## src/rtl/approx_add_err_monitor.sv

```systemverilog
// Streaming error-statistics monitor for an approximate signed adder.
// Optional sum-of-squared-error output is enabled by defining SQ_ERR_EN.
module approx_add_err_monitor #(
    parameter int WIDTH = 16,
    parameter int CNT_W = 32,
    parameter int ACC_W = 48
) (
    input  logic                    clk,
    input  logic                    rst,
    input  logic                    start,
    input  logic [CNT_W-1:0]        n_samples,
    input  logic                    in_valid,
    output logic                    in_ready,
    input  logic signed [WIDTH-1:0] in_a,
    input  logic signed [WIDTH-1:0] in_b,
    input  logic signed [WIDTH:0]   in_o,
    output logic                    busy,
    output logic                    done,
    output logic [WIDTH:0]          wce,
    output logic [ACC_W-1:0]        sae,
    output logic [CNT_W-1:0]        err_cnt,
    output logic [CNT_W-1:0]        smp_cnt
`ifdef SQ_ERR_EN
    ,
    output logic [ACC_W+WIDTH+1:0]  sse
`endif
);

    localparam int SQ_W  = 2 * (WIDTH + 1);
    localparam int SSE_W = ACC_W + WIDTH + 2;

    typedef enum logic [1:0] {IDLE, RUN, DRAIN, DONE} state_t;

    function automatic logic [WIDTH:0] abs_err(input logic signed [WIDTH+1:0] e);
        logic signed [WIDTH+1:0] mag;
        mag = (e < 0) ? -e : e;
        return (WIDTH+1)'(mag);
    endfunction

    function automatic logic [ACC_W-1:0] sat_add_acc(input logic [ACC_W-1:0] acc,
                                                     input logic [WIDTH:0]   inc);
        logic [ACC_W:0] s;
        s = {1'b0, acc} + {{(ACC_W-WIDTH){1'b0}}, inc};
        return s[ACC_W] ? '1 : s[ACC_W-1:0];
    endfunction

    function automatic logic [CNT_W-1:0] sat_inc(input logic [CNT_W-1:0] c);
        logic [CNT_W:0] s;
        s = {1'b0, c} + {{CNT_W{1'b0}}, 1'b1};
        return s[CNT_W] ? '1 : s[CNT_W-1:0];
    endfunction

    state_t                   state_q, state_d;
    logic [CNT_W-1:0]         acc_q, acc_d, tgt_q, tgt_d;
    logic                     vld_p1_q, vld_p1_d, vld_p2_q, vld_p2_d;
    logic signed [WIDTH+1:0]  err_p1_q, err_p1_d;
    logic [WIDTH:0]           abs_p2_q, abs_p2_d;
    logic [WIDTH:0]           wce_q, wce_d;
    logic [ACC_W-1:0]         sae_q, sae_d;
    logic [CNT_W-1:0]         err_cnt_q, err_cnt_d, smp_cnt_q, smp_cnt_d;
    logic                     start_ok, accept;
    logic signed [WIDTH:0]    exact;
    logic signed [WIDTH+1:0]  err_c;
`ifdef SQ_ERR_EN
    logic [SQ_W-1:0]          sq_p2_q, sq_p2_d;
    logic [SSE_W-1:0]         sse_q, sse_d;
    logic [SSE_W:0]           sse_sum;
`endif

    assign in_ready = (state_q == RUN) && (acc_q < tgt_q);
    assign busy     = (state_q == RUN) || (state_q == DRAIN);
    assign done     = (state_q == DONE);
    assign start_ok = start && ((state_q == IDLE) || (state_q == DONE));
    assign accept   = in_valid && in_ready;

    always_comb begin
        state_d  = state_q;
        acc_d    = acc_q;
        tgt_d    = tgt_q;
        vld_p1_d = accept;
        vld_p2_d = vld_p1_q;
        case (state_q)
            IDLE, DONE: if (start_ok) begin
                state_d = RUN;
                acc_d   = '0;
                tgt_d   = n_samples;
            end
            RUN: begin
                if (acc_q == tgt_q) state_d = DRAIN;
                if (accept) acc_d = acc_q + 1'b1;
            end
            DRAIN: if (!vld_p1_q && !vld_p2_q) state_d = DONE;
            default: state_d = IDLE;
        endcase
    end

    // stage 1: exact sum and signed error, captured only on acceptance
    always_comb begin
        exact    = (WIDTH+1)'(in_a) + (WIDTH+1)'(in_b);
        err_c    = (WIDTH+2)'(in_o) - (WIDTH+2)'(exact);
        err_p1_d = accept ? err_c : err_p1_q;
    end

    // stage 2: magnitude (and its square)
    always_comb begin
        abs_p2_d = abs_err(err_p1_q);
`ifdef SQ_ERR_EN
        sq_p2_d  = SQ_W'(abs_p2_d) * SQ_W'(abs_p2_d);
`endif
    end

    // statistics: cleared by an accepted start, updated from stage 2
    always_comb begin
        wce_d     = wce_q;
        sae_d     = sae_q;
        err_cnt_d = err_cnt_q;
        smp_cnt_d = smp_cnt_q;
`ifdef SQ_ERR_EN
        sse_d     = sse_q;
        sse_sum   = {1'b0, sse_q} + {{(SSE_W+1-SQ_W){1'b0}}, sq_p2_q};
`endif
        if (start_ok) begin
            wce_d     = '0;
            sae_d     = '0;
            err_cnt_d = '0;
            smp_cnt_d = '0;
`ifdef SQ_ERR_EN
            sse_d     = '0;
`endif
        end else if (vld_p2_q) begin
            if (abs_p2_q > wce_q) wce_d = abs_p2_q;
            sae_d     = sat_add_acc(sae_q, abs_p2_q);
            if (abs_p2_q != '0) err_cnt_d = sat_inc(err_cnt_q);
            smp_cnt_d = sat_inc(smp_cnt_q);
`ifdef SQ_ERR_EN
            sse_d     = sse_sum[SSE_W] ? '1 : sse_sum[SSE_W-1:0];
`endif
        end
    end

    always_ff @(posedge clk) begin
        if (rst) begin
            state_q   <= IDLE;
            acc_q     <= '0;
            tgt_q     <= '0;
            vld_p1_q  <= 1'b0;
            vld_p2_q  <= 1'b0;
            wce_q     <= '0;
            sae_q     <= '0;
            err_cnt_q <= '0;
            smp_cnt_q <= '0;
`ifdef SQ_ERR_EN
            sse_q     <= '0;
`endif
        end else begin
            state_q   <= state_d;
            acc_q     <= acc_d;
            tgt_q     <= tgt_d;
            vld_p1_q  <= vld_p1_d;
            vld_p2_q  <= vld_p2_d;
            wce_q     <= wce_d;
            sae_q     <= sae_d;
            err_cnt_q <= err_cnt_d;
            smp_cnt_q <= smp_cnt_d;
`ifdef SQ_ERR_EN
            sse_q     <= sse_d;
`endif
        end
    end

    always_ff @(posedge clk) begin
        err_p1_q <= err_p1_d;
        abs_p2_q <= abs_p2_d;
`ifdef SQ_ERR_EN
        sq_p2_q  <= sq_p2_d;
`endif
    end

    assign wce     = wce_q;
    assign sae     = sae_q;
    assign err_cnt = err_cnt_q;
    assign smp_cnt = smp_cnt_q;
`ifdef SQ_ERR_EN
    assign sse     = sse_q;
`endif

endmodule

```

## config.mk

```make
export PLATFORM = sky130hd
export DESIGN_NAME = approx_add_err_monitor
export DESIGN_NICKNAME = d
export VERILOG_FILES = /design/src/rtl/approx_add_err_monitor.sv
export SDC_FILE = /design/constraint.sdc
export NUM_CORES = 1
export LEC_CHECK = 0
export CAP_MARGIN = 25
export CORE_MARGIN = 5
export CORE_UTILIZATION = 54
export CTS_CLUSTER_DIAMETER = 80
export CTS_CLUSTER_SIZE = 12
export DETAILED_ROUTE_END_ITERATION = 8
export HOLD_SLACK_MARGIN = 0.05
export PLACE_DENSITY = 0.9
export RECOVER_POWER = 100
export REMOVE_ABC_BUFFERS = 1
export SYNTH_ARGS = -nofsm -noshare
export SYNTH_HDL_FRONTEND = slang
export SYNTH_SLANG_ARGS = --single-unit
```

## constraint.sdc

```tcl
create_clock -name clk -period 4.44 [get_ports clk]
set_input_delay 1.332 -clock clk [delete_from_list [all_inputs] [get_ports clk]]
set_output_delay 1.332 -clock clk [all_outputs]
set_load 0.005 [all_outputs]
```

==> run metrics <==
first drt pass iteration count=5; clock-pin slew on the worst setup and hold paths=~0.060 ns; post-synthesis sequential area ratio=roughly 37%; ANT nets after route=0; Worst slew margin=-97.4%; Least-Margin Pin Slew=2.96 ns; # fillers=~1,900; global-route wire length before repair=around 56,000 microns; die area=between 20,000 and 30,000 sq um; post-CTS setup buffer count=0; Crit-path slowest cell=or4_4; Layout area overhead=24.2%; Max Slew Vio Count=~140; critical path type=reg2out; final-report setup violation count=0; initial antenna violation count=1; startpoint types=flip-flop; Vias/cell=5.88; largest net degree at the start of global routing=71; Rows=57; DP Area=15,700 sq um; leading cell type in the layout, fill and taps excluded=dfxtp_1; Hold Violations, Final=0; post-DP HPWL=about 25,000 microns; CTS buffer count=23; gr ovfl total=0; status=finished, violations left; die height=around 170 microns; Tightest Hold Check Type=reg2reg; vias in the first global route=11,700; Inst Count DP=approximately 2,000; # hold bufs at CTS=0; Tot Pwr=6.19 mW; RSZ-0062 raised after global routing=false; clk_skew=a little over 0.02 ns; IO Pins=approximately 220; Root Driver=clkbuf_16; power per cell area=380 nW/um^2; CP endpoint kind=primary output; Fin Hold WS=around 0.44 ns; critical path required time=slightly above 3 ns; Post-synth EDFFs=18; Final GP Congestion=just over 0.9; initial detailed-routing violation count=between 1,000 and 1,500; fin crit share=between 90 and 100%; core area=roughly 24,000 sq um; mean post-synth cell area=~8.6 sq um; clock tree from TritonCTS=done; Pleak=around 6.5 nW; CTS sink count=232; Post-synth ARST share=0%; yosys warns=0; routed len/inst=around 17 microns; CTS H-tree depth=1; Crit Path Max Fanout=3; DRC viols=0; maximum vdd drop=0.299 mV; Vias=approximately 12,000; failing checks=capacitance limit, slew limit; GRT Total Usage=between 20% and 30%; share of cells above drive strength 1=5.16%; Post-Layout Cell Count=2,068; post-synth cell types=between 70 and 80; final wirelength=between 30,000 and 40,000 microns; Post-Synthesis Cells=roughly 1,500; crit path DAT=3.00 ns; initial core utilization=between 50% and 60%; Final Instance Area=roughly 16,000 sq um; Die X=166 microns; maxcap violations=2; commonest cells after routing, fill and taps aside=dfxtp_1 (213), a21oi_1 (185), nand2_1 (144), dlygate4sd3_1 (132), inv_1 (111); critical path cell sequence=inv_1, ha_1, and4_4, nand3_2, or4_4, a2bb2oi_4, and3_4, clkdlybuf4s50_1; PortBufs=around 220; Max Freq=approximately 230 MHz; Final min period=about 4.3 ns; Max Root-Sink Buffers=3; reg2reg setup slack=0.83 ns; Nets=approximately 1,900; max incr delay on CP=between 0.5 and 0.6 ns; # diodes=0; register bit count reported by yosys=~230; clk_lat worst skew=between 0.5 and 0.6 ns; Netlist Area Pre-Place=13,100 sq um; ys flop type=dfxtp_1
timing repair:
item / CTS / global route
gates cloned: 0 / 0
resized for setup: 3 / 8
endpoints found under the hold margin: 0 / 0
pin swaps: 0 / 1
endpoints found under the setup margin: 1 / 1
area by class of cell:
type | count | area (sq um) | share of cell area, %
multi-input cells | 1126 | 7670 | 47.1
flip-flops and latches | 232 | 4830 | 29.6
repair buffers | 247 | 2370 | 14.5
clock buffers | 26 | 587 | 3.60
inverters | 112 | 420 | 2.58
well taps | 324 | 405 | 2.49
clock inverters | 1 | 8.76 | 0.0538
worst max-delay path, delay by kind of cell, from the launching register on:
family / cells / cell delay, ns
and+or+nand+nor: 4 / 1.18
DFF: 1 / 0.33
AOI/OAI and AO/OA: 1 / 0.19
buffers and inverters: 2 / 0.49
adders and majority gates: 1 / 0.29
metal layers:
metal | up-vias | routed length (microns) | GRT usage, %
met4 | 2 | 818 | 5.99
li1 | 5870 | - | -
met1 | 5755 | 14600 | 29.6
met3 | 66 | 2170 | 3.57
met2 | 475 | 16600 | 41.9
met5 | - | 13 | 0
flip-flops by register name, summed over array words and instances (netlist names):
signal    count
sae          48
acc_q        32
err_cnt      32
smp_cnt      32
tgt_q        32
err_p1_q     18
abs_p2_q     17
wce          17
state_q       2
vld_p1_q      1
vld_p2_q      1
power by group:
group	internal, mW	switching, mW	total (mW)
registers	2.33	0.199	2.53
clock network	0.924	0.777	1.70
logic	0.801	1.16	1.96
total	4.06	2.14	6.19
kinds of logic after synthesis:
family / Yosys count / share of synthesized area (%)
adders and majority gates: 111 / 11.6
buffers and inverters: 170 / 4.97
DFF: 232 / 36.8
muxes: 20 / 1.54
and+or+nand+nor: 497 / 19.1
AOI/OAI and AO/OA: 385 / 18.4
xor gates and xnor gates: 113 / 7.55
final timing paths:
kind,start,end,depth (start not counted)
worst max-delay path,tgt_q[29]$_SDFFE_PP0P_,in_ready,8
worst min register to register,err_p1_q[0]$_DFFE_PN_,abs_p2_q[0]$_DFF_P_,0
worst min-delay path,err_p1_q[0]$_DFFE_PN_,abs_p2_q[0]$_DFF_P_,0
worst max register to register,acc_q[25]$_SDFFE_PP0P_,acc_q[1]$_SDFFE_PP0P_,10
synthesized netlist by cell type, types with 10 or more instances:
| cell type | count | area share (%) |
|---|---|---|
| inv_1 | 111 | 3.2 |
| mux2i_1 | 19 | 1.5 |
| nor2_1 | 95 | 2.7 |
| and3_1 | 20 | 0.95 |
| o21ai_0 | 44 | 1.7 |
| fa_1 | 18 | 2.7 |
| nand4_1 | 35 | 1.7 |
| nand3_1 | 61 | 2.3 |
| ha_1 | 93 | 8.9 |
| dfxtp_1 | 214 | 33 |
| edfxtp_1 | 18 | 4.1 |
| a31oi_1 | 21 | 1.0 |
| o21a_1 | 10 | 0.57 |
| xor2_1 | 59 | 3.9 |
| and4_1 | 16 | 1.1 |
| o211ai_1 | 12 | 0.69 |
| nor3_1 | 28 | 1.1 |
| o31ai_1 | 24 | 1.4 |
| xnor2_1 | 54 | 3.6 |
| or2_2 | 11 | 0.52 |
| a21oi_1 | 185 | 7.1 |
| a211oi_1 | 10 | 0.57 |
| a21o_1 | 18 | 1.0 |
| clkbuf_1 | 47 | 1.3 |
| or3_1 | 30 | 1.4 |
| nand2_1 | 144 | 4.1 |
metrics by stage:
stage | setup TNS [ns] | util [%] | setup slack, ns
floorplan | 0 | - | 0.283
global placement | -0.316 | 65.1 | -0.316
detailed placement | -0.376 | 65.1 | -0.365
CTS | 0 | 67.6 | 0.00224
global route | 0 | 67.6 | 0.000449
finish | 0 | 67.6 | 0.109
Note: power is estimated with default switching activity, not from simulation.
